==> config.mk <==
export PLATFORM = sky130hd
export DESIGN_NAME = reg_wb_ctrl_flat
export DESIGN_NICKNAME = d
export VERILOG_FILES = /design/src/rtl/wb_pkg.sv /design/src/rtl/reg_wb_ctrl_if.sv /design/src/rtl/wb_fifo.sv /design/src/rtl/reg_wb_ctrl.sv /design/src/flat_wrapper.sv
export SDC_FILE = /design/constraint.sdc
export NUM_CORES = 1
export LEC_CHECK = 0
export ABC_AREA = 1
export CAP_MARGIN = 10
export CORE_ASPECT_RATIO = 1.25
export CORE_MARGIN = 5
export CORE_UTILIZATION = 47
export DETAILED_ROUTE_END_ITERATION = 7
export GPL_ROUTABILITY_DRIVEN = 0
export PLACE_DENSITY = 0.77
export SLEW_MARGIN = 25
export SYNTH_ARGS = -nofsm -noshare
export SYNTH_HDL_FRONTEND = slang
export SYNTH_SLANG_ARGS = --single-unit
==> constraint.sdc <==
create_clock -name clk -period 2.55 [get_ports clk]
set_clock_uncertainty 0.1 [all_clocks]
set_input_delay 0.3825 -clock clk [delete_from_list [all_inputs] [get_ports clk]]
set_output_delay 0.3825 -clock clk [all_outputs]
set_load 0.02 [all_outputs]
==> src/rtl/wb_pkg.sv <==
// Shared defaults and arbiter state type for the register-file writeback controller.
package wb_pkg;
  localparam int unsigned XLEN_DEF   = 32;
  localparam int unsigned REG_AW_DEF = 5;

  typedef enum logic {
    ST_NORMAL    = 1'b0,
    ST_FORCE_MEM = 1'b1
  } wb_state_e;
endpackage

==> src/rtl/reg_wb_ctrl_if.sv <==
// Writeback source bundle: unbuffered ALU result plus the mem/MDU valid/ready channel.
interface reg_wb_ctrl_if
  import wb_pkg::*;
#(
  parameter int unsigned XLEN   = XLEN_DEF,
  parameter int unsigned REG_AW = REG_AW_DEF
);
  logic              alu_wb_valid;
  logic [REG_AW-1:0] alu_wb_rd;
  logic [XLEN-1:0]   alu_wb_data;
  logic              mem_wb_valid;
  logic              mem_wb_ready;
  logic [REG_AW-1:0] mem_wb_rd;
  logic [XLEN-1:0]   mem_wb_data;

  modport master (
    output alu_wb_valid, alu_wb_rd, alu_wb_data,
    output mem_wb_valid, mem_wb_rd, mem_wb_data,
    input  mem_wb_ready
  );

  modport slave (
    input  alu_wb_valid, alu_wb_rd, alu_wb_data,
    input  mem_wb_valid, mem_wb_rd, mem_wb_data,
    output mem_wb_ready
  );
endinterface

==> src/rtl/wb_fifo.sv <==
// Small synchronous FIFO buffering mem/MDU writebacks as {rd, data}.
module wb_fifo #(
  parameter int unsigned DEPTH = 2,
  parameter int unsigned WIDTH = 37
) (
  input  logic             clk,
  input  logic             rst,
  input  logic             push,
  input  logic             pop,
  input  logic [WIDTH-1:0] din,
  output logic             full,
  output logic             empty,
  output logic [WIDTH-1:0] head
);
  localparam int unsigned AW = (DEPTH > 1) ? $clog2(DEPTH) : 1;
  localparam int unsigned CW = AW + 1;
  localparam logic [CW-1:0] FULL_CNT = CW'(DEPTH);

  logic [WIDTH-1:0] r_mem [DEPTH];
  logic [AW-1:0]    r_wptr;
  logic [AW-1:0]    r_rptr;
  logic [CW-1:0]    r_count;

  // Pointer and occupancy tracking; reset discards all contents.
  always_ff @(posedge clk) begin
    if (!rst) begin
      r_wptr  <= '0;
      r_rptr  <= '0;
      r_count <= '0;
    end else begin
      if (push) r_wptr <= r_wptr + 1'b1;
      if (pop)  r_rptr <= r_rptr + 1'b1;
      case ({push, pop})
        2'b10:   r_count <= r_count + 1'b1;
        2'b01:   r_count <= r_count - 1'b1;
        default: r_count <= r_count;
      endcase
    end
  end

  // Storage array, written at the tail.
  always_ff @(posedge clk) begin
    if (push) r_mem[r_wptr] <= din;
  end

  assign full  = (r_count == FULL_CNT);
  assign empty = (r_count == '0);
  assign head  = r_mem[r_rptr];
endmodule

==> src/rtl/reg_wb_ctrl.sv <==
// Register-file write-port controller: ALU-priority arbiter with bounded
// starvation of the buffered mem/MDU source, plus pending-destination scoreboard.
module reg_wb_ctrl
  import wb_pkg::*;
#(
  parameter int unsigned XLEN       = XLEN_DEF,
  parameter int unsigned REG_AW     = REG_AW_DEF,
  parameter int unsigned FIFO_DEPTH = 2,
  parameter int unsigned MAX_DEFER  = 4
) (
  input  logic              clk,
  input  logic              rst,
  reg_wb_ctrl_if.slave      wb,
  input  logic              issue_valid,
  input  logic [REG_AW-1:0] issue_rd,
  input  logic [REG_AW-1:0] rs1,
  input  logic [REG_AW-1:0] rs2,
  output logic              rs1_busy,
  output logic              rs2_busy,
  output logic              stall_req,
  output logic [REG_AW-1:0] Addr3,
  output logic [XLEN-1:0]   wd3,
  output logic              we3
);
  localparam int unsigned NREG  = 2 ** REG_AW;
  localparam int unsigned ENT_W = REG_AW + XLEN;
  localparam int unsigned DW    = (MAX_DEFER > 1) ? $clog2(MAX_DEFER) : 1;
  localparam logic [DW-1:0] DEFER_LIM = DW'(MAX_DEFER - 1);

  logic              w_push;
  logic              w_pop;
  logic              w_full;
  logic              w_empty;
  logic [ENT_W-1:0]  w_head;
  logic [REG_AW-1:0] w_head_rd;
  logic [XLEN-1:0]   w_head_data;

  wb_state_e         r_state;
  wb_state_e         w_state_nxt;
  logic [DW-1:0]     r_defer;
  logic [DW-1:0]     w_defer_nxt;
  logic              w_win;
  logic [REG_AW-1:0] w_win_rd;
  logic [XLEN-1:0]   w_win_data;
  logic [NREG-1:0]   r_busy;
  logic [NREG-1:0]   w_busy_nxt;
  logic              r_we3;
  logic [REG_AW-1:0] r_addr3;
  logic [XLEN-1:0]   r_wd3;

  assign w_push          = wb.mem_wb_valid && !w_full;
  assign wb.mem_wb_ready = !w_full;

  wb_fifo #(
    .DEPTH (FIFO_DEPTH),
    .WIDTH (ENT_W)
  ) u_fifo (
    .clk   (clk),
    .rst   (rst),
    .push  (w_push),
    .pop   (w_pop),
    .din   ({wb.mem_wb_rd, wb.mem_wb_data}),
    .full  (w_full),
    .empty (w_empty),
    .head  (w_head)
  );

  assign w_head_rd   = w_head[ENT_W-1 -: REG_AW];
  assign w_head_data = w_head[XLEN-1:0];

  // Arbitration: pick this cycle's winner and the next FSM/defer state.
  always_comb begin
    w_pop       = 1'b0;
    w_win       = 1'b0;
    w_win_rd    = '0;
    w_win_data  = '0;
    w_state_nxt = r_state;
    w_defer_nxt = r_defer;
    case (r_state)
      ST_NORMAL: begin
        if (wb.alu_wb_valid) begin
          w_win      = 1'b1;
          w_win_rd   = wb.alu_wb_rd;
          w_win_data = wb.alu_wb_data;
          if (!w_empty) begin
            if (r_defer == DEFER_LIM) w_state_nxt = ST_FORCE_MEM;
            else                      w_defer_nxt = r_defer + 1'b1;
          end
        end else if (!w_empty) begin
          w_pop       = 1'b1;
          w_win       = 1'b1;
          w_win_rd    = w_head_rd;
          w_win_data  = w_head_data;
          w_defer_nxt = '0;
        end
      end
      ST_FORCE_MEM: begin
        w_pop       = !w_empty;
        w_win       = !w_empty;
        w_win_rd    = w_head_rd;
        w_win_data  = w_head_data;
        w_defer_nxt = '0;
        w_state_nxt = ST_NORMAL;
      end
      default: w_state_nxt = ST_NORMAL;
    endcase
  end

  // Scoreboard update: clear on FIFO writeback, then set on issue so a same-cycle set wins.
  always_comb begin
    w_busy_nxt = r_busy;
    if (w_pop) w_busy_nxt[w_head_rd] = 1'b0;
    if (issue_valid) w_busy_nxt[issue_rd] = 1'b1;
    w_busy_nxt[0] = 1'b0;
  end

  // Arbiter FSM, scoreboard and registered write port.
  always_ff @(posedge clk) begin
    if (!rst) begin
      r_state <= ST_NORMAL;
      r_defer <= '0;
      r_busy  <= '0;
      r_we3   <= 1'b0;
      r_addr3 <= '0;
      r_wd3   <= '0;
    end else begin
      r_state <= w_state_nxt;
      r_defer <= w_defer_nxt;
      r_busy  <= w_busy_nxt;
      r_we3   <= w_win && (w_win_rd != '0);
      if (w_win && (w_win_rd != '0)) begin
        r_addr3 <= w_win_rd;
        r_wd3   <= w_win_data;
      end
    end
  end

  assign stall_req = (r_state == ST_FORCE_MEM);
  assign rs1_busy  = r_busy[rs1];
  assign rs2_busy  = r_busy[rs2];
  assign we3       = r_we3;
  assign Addr3     = r_addr3;
  assign wd3       = r_wd3;
endmodule

==> src/flat_wrapper.sv <==
// flat-port wrapper written by rule: the top's interface ports become plain ports
module reg_wb_ctrl_flat import wb_pkg::*;
#(
  parameter int unsigned XLEN       = XLEN_DEF,
  parameter int unsigned REG_AW     = REG_AW_DEF,
  parameter int unsigned FIFO_DEPTH = 2,
  parameter int unsigned MAX_DEFER  = 4
)
  (clk, rst, issue_valid, issue_rd, rs1, rs2, rs1_busy, rs2_busy, stall_req, Addr3, wd3, we3, wb_alu_wb_valid, wb_alu_wb_rd, wb_alu_wb_data, wb_mem_wb_valid, wb_mem_wb_rd, wb_mem_wb_data, wb_mem_wb_ready);
  reg_wb_ctrl_if #(.XLEN(XLEN), .REG_AW(REG_AW)) wb_i ();
  input  logic clk;
  input  logic rst;
  input  logic issue_valid;
  input  logic [REG_AW-1:0] issue_rd;
  input  logic [REG_AW-1:0] rs1;
  input  logic [REG_AW-1:0] rs2;
  output logic rs1_busy;
  output logic rs2_busy;
  output logic stall_req;
  output logic [REG_AW-1:0] Addr3;
  output logic [XLEN-1:0] wd3;
  output logic we3;
  input wire logic [$bits(wb_i.alu_wb_valid)-1:0] wb_alu_wb_valid;
  input wire logic [$bits(wb_i.alu_wb_rd)-1:0] wb_alu_wb_rd;
  input wire logic [$bits(wb_i.alu_wb_data)-1:0] wb_alu_wb_data;
  input wire logic [$bits(wb_i.mem_wb_valid)-1:0] wb_mem_wb_valid;
  input wire logic [$bits(wb_i.mem_wb_rd)-1:0] wb_mem_wb_rd;
  input wire logic [$bits(wb_i.mem_wb_data)-1:0] wb_mem_wb_data;
  output wire logic [$bits(wb_i.mem_wb_ready)-1:0] wb_mem_wb_ready;
  assign wb_i.alu_wb_valid = wb_alu_wb_valid;
  assign wb_i.alu_wb_rd = wb_alu_wb_rd;
  assign wb_i.alu_wb_data = wb_alu_wb_data;
  assign wb_i.mem_wb_valid = wb_mem_wb_valid;
  assign wb_i.mem_wb_rd = wb_mem_wb_rd;
  assign wb_i.mem_wb_data = wb_mem_wb_data;
  assign wb_mem_wb_ready = wb_i.mem_wb_ready;
  reg_wb_ctrl #(.XLEN(XLEN), .REG_AW(REG_AW), .FIFO_DEPTH(FIFO_DEPTH), .MAX_DEFER(MAX_DEFER)) u_core (.clk(clk), .rst(rst), .wb(wb_i), .issue_valid(issue_valid), .issue_rd(issue_rd), .rs1(rs1), .rs2(rs2), .rs1_busy(rs1_busy), .rs2_busy(rs2_busy), .stall_req(stall_req), .Addr3(Addr3), .wd3(wd3), .we3(we3));
endmodule
==> results of run 1 <==
## sequential cells by signal (all words and copies together) (netlist names), named ones only
signal	flops
u_core.we3	1
u_core.r_busy	31
u_core.r_defer	2
u_core.u_fifo.r_wptr	1
u_core.stall_req	1
u_core.u_fifo.r_mem	74
u_core.Addr3	5
u_core.u_fifo.r_rptr	1
u_core.u_fifo.r_count	2
u_core.wd3	32
## synth_stat cells (5+ instances only)
library cell / instances
sky130_fd_sc_hd__a21oi_1: 75
sky130_fd_sc_hd__a31oi_1: 10
sky130_fd_sc_hd__buf_2: 7
sky130_fd_sc_hd__buf_6: 5
sky130_fd_sc_hd__clkbuf_1: 26
sky130_fd_sc_hd__dfxtp_1: 77
sky130_fd_sc_hd__edfxtp_1: 74
sky130_fd_sc_hd__inv_1: 50
sky130_fd_sc_hd__nand2_1: 215
sky130_fd_sc_hd__nand3_1: 82
sky130_fd_sc_hd__nor2_1: 79
sky130_fd_sc_hd__nor3_1: 13
sky130_fd_sc_hd__o211ai_1: 26
sky130_fd_sc_hd__o21ai_0: 62
## layer usage
layer | track usage | part of all wire
met1 | 0.247 | 0.38
met2 | 0.382 | 0.51
met5 | 0 | 0
met4 | 0.115 | 0.045
met3 | 0.0661 | 0.073
## worst max-delay path, delay by kind of cell
| kind | cells | cell delay, ns |
|---|---|---|
| buf+inv | 4 | 0.94 |
| simple gates | 5 | 0.34 |
| compound gates | 1 | 0.23 |
## kinds of logic (layout without fill, tap and decap cells)
family,after synthesis,after routing,synth area share
AOI/OAI and AO/OA,181,181,0.148
adders and majority gates,2,2,0.00363
and+or+nand+nor,400,400,0.241
buffers and inverters,98,253,0.0612
DFF,151,151,0.547
## through the flow
step	util	instance area, um^2	hold WS (ns)
global route	0.636	9160	0.410
floorplan	-	6890	0.326
detailed placement	0.595	8570	0.362
CTS	0.635	9150	0.378
finish	0.636	9160	0.372
global placement	0.595	8570	0.339
## where the power goes
part	internal [mW]	switching, mW	total, mW
combinational	0.976	1.38	2.36
sequential	2.91	0.173	3.08
clock	1.38	1.08	2.46
total	5.27	2.64	7.90
## how the worst max path moves through the flow
| stage | endpoint | slack (ns) | start | cells after the start |
|---|---|---|---|---|
| 4_1_cts | rs1_busy | 0.02 | rs1[0] | 10 |
| 5_1_grt | rs2_busy | 0.04 | rs2[0] | 11 |
| 6_report | rs1_busy | 0.17 | rs1[0] | 10 |
| 3_5_place_dp | rs1_busy | -0.25 | rs1[0] | 10 |
| 2_1_floorplan | u_core.u_fifo.r_mem[1][0] | 0.23 | u_core.u_fifo.r_count[0] | 4 |
| 3_3_place_gp | rs1_busy | -0.24 | rs1[0] | 10 |
## area by class of cell
class	count	area, um^2	share of cell area
sequential	151	3760	0.411
multi-input combinational	583	2720	0.297
timing repair buffer	166	1660	0.181
clock buffer	17	425	0.0465
tap	178	223	0.0243
inverter	55	211	0.0231
clock inverter	15	156	0.0171
## repair_timing
item	in CTS	in global routing
gates resized for setup	3	5
pin swaps	0	1
endpoints found under the setup margin	2	2
setup buffers	0	1
==> qor.yml, run 1 <==
hp-class: "reg2reg"
dp.cells: 1132
critical-path-top-cell-by-count: "sky130_fd_sc_hd__nand2_1"
cp_slowest_stage_delay_ns: 0.51
global_route.usage.total: 0.222
grt_first_pass_wirelength_mm: 30.9
grt_setup_unrepaired: "no"
postLayoutSetupSlackWorst_ns: 0.166
final_max_slew_viol_count: 0
worstPathRequired_ns: 2.07
worst_hold_path.num_cells: 2
fp.dieH_um: 145
detailedPlacementHpwl_mm: 13.1
yosys.area.top_type: "sky130_fd_sc_hd__edfxtp_1"
detailedRoute.firstIterationViolations: 546
cts.sink_count: 151
post-synth-top-area-fraction: 0.323
timing.final.crit_share: 0.935
yosys.cell_types.count: 30
tightest_slew_ns: 0.554
critPathSlowestCell: "sky130_fd_sc_hd__clkdlybuf4s50_1"
ys_warn_count: 0
tritoncts_clock_tree: "done"
outcome: "complete, no violations"
p_leak_nw: 3.58
first_global_vias: 6238
synth_edf_count: 74
pre_cts_ws_ns: -0.247
worst_r2r_startpoint: "u_core.stall_req"
cp-start-kind: "primary input"
start_util: 0.478
synth_flop_cell: "sky130_fd_sc_hd__dfxtp_1"
design.die.area_um2: 17200
clock_latency_ns: 0.43
synth_fp_nets: 928
worst_ep_arrival_time_ns: 1.90
synth_cells: 832
fmax_mhz: 420
timing.slew.headroom: 0.628
syn_avg_cell_area_um2: 8.28
growth_of_design_area_from_synthesis_to_finish_pct: 33.0
layout_commonest_cell: "sky130_fd_sc_hd__nand2_1"
cells_along_the_critical_path: "clkdlybuf4s50_1, clkinv_2, buf_4, nor2_1, nor2_1, o31ai_1, nand2_1, nand2_1, nand2_1, clkbuf_2"
total_power_mw: 7.90
critical_path.endpoint_type: "primary output"
global_route.overflow_total: 0
portion_of_the_post_synthesis_area_used_by_sequential_elements: 0.547
mostFrequentLayoutCells: "215 x sky130_fd_sc_hd__nand2_1, 133 x sky130_fd_sc_hd__clkdlybuf4s50_1, 82 x sky130_fd_sc_hd__nand3_1, 77 x sky130_fd_sc_hd__nor2_1, 77 x sky130_fd_sc_hd__dfxtp_1"
drt-pass1-iter-count: 8
wl_per_cell_um: 16.2
placeableCoreArea_um2: 14400
worst_ir_drop_vdd_uv: 588
final_layout_size_suffix_gt1_frac: 0.0790
num_antenna_cells: 0
maxCapViolations: 0
die-width_um: 118
fin_nets: 1070
antenna_found_initial: 0
max-clock-path-buffers: 2
nFillCells: 1182
holdBufCountCts: 0
final_antenna_net_count: 0
cp_max_fo: 7
io-pin-count: 136
wirelength_mm: 18.9
port_buffers: 135
cts_made_buffers: 17
postSynthRegisterBits: 151
setup-tns-final_ns: 0
clock_tree.root_cell: "sky130_fd_sc_hd__clkbuf_16"
layoutNonFillerInstCount: 1165
final_hold_viol_count: 0
drcViolationCount: 0
clk_transition_reported_paths_ns: 0.06
netlist_area_um2: 6890
timing.final.crit_period_ns: 2.38
hp-start: "u_core.r_defer[1]"
number_of_placement_rows: 49
holdPathEnd: "u_core.r_defer[1]"
cts_htree_levels: 4
reg_to_reg_setup_timing_slack_ns: 0.59
power-per-cell-area_nw_per_um2: 863
setup_viol: 0
synth_top_cells_by_area: "sky130_fd_sc_hd__edfxtp_1 32%, sky130_fd_sc_hd__dfxtp_1 22%, sky130_fd_sc_hd__nand2_1 12%"
detailroute.via_count: 6302
postSynth.asyncResetShare: 0
grt_max_degree: 50
vias_per_cell: 5.41
path_class: "in2out"
rr_endpoint: "u_core.wd3[16]"
timing.reg2reg.worst_path_depth: 8
Note: power is estimated with default switching activity, not from simulation.
==> run 2, diff against run 1 <==
==> constraint.sdc (replaced) <==
create_clock -name clk -period 2.55 [get_ports clk]
set_clock_uncertainty 0.1 [all_clocks]
set_input_delay 0.255 -clock clk [delete_from_list [all_inputs] [get_ports clk]]
set_output_delay 0.255 -clock clk [all_outputs]
set_load 0.02 [all_outputs]
==> qor.yml, run 2 (synthesis gave the netlist of run 1 again) <==
grt_max_degree: 50  # unchanged
worst_ir_drop_vdd_uv: 542  # was 588 uV
tightest_slew_ns: 0.637  # was 0.554 ns
wirelength_mm: 18.8  # was 18.9 mm
p_leak_nw: 3.58  # about the same
final_layout_size_suffix_gt1_frac: 0.0741  # was 0.0790
cp_slowest_stage_delay_ns: 0.53  # was 0.51 ns
start_util: 0.478  # unchanged
timing.final.crit_period_ns: 2.14  # was 2.38 ns
cts_made_buffers: 17  # unchanged
timing.final.crit_share: 0.840  # was 0.935
timing.slew.headroom: 0.572  # was 0.628
largest_register_ff_count: 74  # unchanged
holdBufCountCts: 0  # unchanged
layoutNonFillerInstCount: 1163  # was 1165
stdcell_area_um2: 9110  # was 9160 um^2
mostFrequentLayoutCells: "215 x sky130_fd_sc_hd__nand2_1, 132 x sky130_fd_sc_hd__clkdlybuf4s50_1, 82 x sky130_fd_sc_hd__nand3_1, 77 x sky130_fd_sc_hd__nor2_1, 77 x sky130_fd_sc_hd__dfxtp_1"  # was 215 x sky130_fd_sc_hd__nand2_1, 133 x sky130_fd_sc_hd__clkdlybuf4s50_1, 82 x sky130_fd_sc_hd__nand3_1, 77 x sky130_fd_sc_hd__nor2_1, 77 x sky130_fd_sc_hd__dfxtp_1
tritoncts_clock_tree: "done"  # unchanged
max-clock-path-buffers: 2  # unchanged
critical_path.endpoint_type: "primary output"  # unchanged
path_class: "in2out"  # unchanged
drcViolationCount: 0  # unchanged
fin_nets: 1068  # was 1070
num_antenna_cells: 0  # unchanged
cts_resized: 0  # was 3
drt-pass1-iter-count: 5  # was 8
antenna_found_initial: 0  # unchanged
power-per-cell-area_nw_per_um2: 855  # was 863 nW/um^2
number_of_placement_rows: 49  # unchanged
final_max_slew_viol_count: 0  # unchanged
worst_ep_arrival_time_ns: 1.79  # was 1.90 ns
setup_viol: 0  # unchanged
dp.cells: 1131  # was 1132
cp_max_fo: 10  # was 7
clock_latency_ns: 0.42  # was 0.43 ns
max_flop_register: "u_core.u_fifo.r_mem"  # unchanged
global_route.usage.total: 0.218  # was 0.222
first_global_vias: 6167  # was 6238
fmax_mhz: 467  # was 420 MHz
port_buffers: 135  # unchanged
cells_along_the_critical_path: "clkdlybuf4s50_1, clkinvlp_4, a21oi_1, o21ai_0, nand3_1, nand3_1, nand2_1, nand2_1, nand2_1, dlymetal6s2s_1"  # was clkdlybuf4s50_1, clkinv_2, buf_4, nor2_1, nor2_1, o31ai_1, nand2_1, nand2_1, nand2_1, clkbuf_2
fp.dieH_um: 145  # unchanged
cts_htree_levels: 4  # unchanged
final_hold_viol_count: 0  # unchanged
clk_transition_reported_paths_ns: 0.07  # was 0.06 ns
worstPathRequired_ns: 2.19  # was 2.07 ns
grt_first_pass_wirelength_mm: 30.6  # was 30.9 mm
final_antenna_net_count: 0  # unchanged
placedInstanceArea_um2: 8540  # was 8570 um^2
critPathSlowestCell: "sky130_fd_sc_hd__clkdlybuf4s50_1"  # unchanged
detailroute.via_count: 6290  # was 6302
design.die.area_um2: 17200  # unchanged
placeableCoreArea_um2: 14400  # unchanged
hp-class: "in2reg"  # was reg2reg
cts.sink_count: 151  # unchanged
holdWs_ns: 0.306  # was 0.372 ns
grt_setup_unrepaired: "no"  # unchanged
io-pin-count: 136  # unchanged
vias_per_cell: 5.41  # about the same
outcome: "complete, no violations"  # unchanged
cp-start-kind: "primary input"  # unchanged
die-width_um: 118  # unchanged
pre_cts_ws_ns: 0.0230  # was -0.247 ns
post-cts-setup-buffer-count: 0  # unchanged
global_route.overflow_total: 0  # unchanged
wl_per_cell_um: 16.2  # about the same
layout_commonest_cell: "sky130_fd_sc_hd__nand2_1"  # unchanged
postLayoutSetupSlackWorst_ns: 0.409  # was 0.166 ns
clock_tree.root_cell: "sky130_fd_sc_hd__clkbuf_16"  # unchanged
post-route-util: 0.633  # was 0.636
total_power_mw: 7.79  # was 7.90 mW
maxCapViolations: 0  # unchanged
detailedPlacementHpwl_mm: 13.3  # was 13.1 mm
critical-path-top-cell-by-count: "sky130_fd_sc_hd__nand2_1"  # unchanged
detailedRoute.firstIterationViolations: 488  # was 546
growth_of_design_area_from_synthesis_to_finish_pct: 32.3  # was 33.0%
setup-tns-final_ns: 0  # unchanged
run 2: cell count changes in the layout (fill, tap and decap cells not counted), moves of 2 or more:
cell / delta
sky130_fd_sc_hd__dlymetal6s2s_1: +3
sky130_fd_sc_hd__buf_12: -2
sky130_fd_sc_hd__clkbuf_2: -2
sky130_fd_sc_hd__clkinv_2: -2
sky130_fd_sc_hd__clkinv_4: +2
sky130_fd_sc_hd__inv_6: -2
run 2: worst paths after layout:
check	end	slack [ns]	cells past startpoint	start
setup / recovery	rs1_busy	0.41	10	rs1[1]
hold / removal	u_core.u_fifo.r_mem[0][7]	0.31	1	wb_mem_wb_data[7]
setup reg to reg	u_core.wd3[10]	0.65	10	flip-flop
hold reg to reg	u_core.u_fifo.r_rptr	0.36	1	u_core.u_fifo.r_rptr
run 2: critical path, delay by kind of cell:
family                 cells  cell delay, ns
AND/OR/NAND/NOR            5            0.35
buffers and inverters      3            0.95
AO/OA/AOI/OAI              2            0.23
run 2: cell type report:
class | instances | area [um^2]
multi-input combinational | 583 | 2720
clock inverter | 14 | 133
clock buffer | 18 | 429
inverter | 55 | 210
sequential | 151 | 3760
fill | 1212 | 5290
tap | 178 | 223
timing repair buffer | 164 | 1640
run 2: power breakdown:
group	total [mW]	internal, mW	switching, mW
registers	3.09	2.91	0.177
clock network	2.36	1.29	1.07
logic	2.34	0.972	1.37
run 2: per-layer routing:
layer,part of all wire,track usage
met5,0,0
met3,0.078,0.0665
met1,0.37,0.243
met2,0.52,0.385
met4,0.031,0.0884
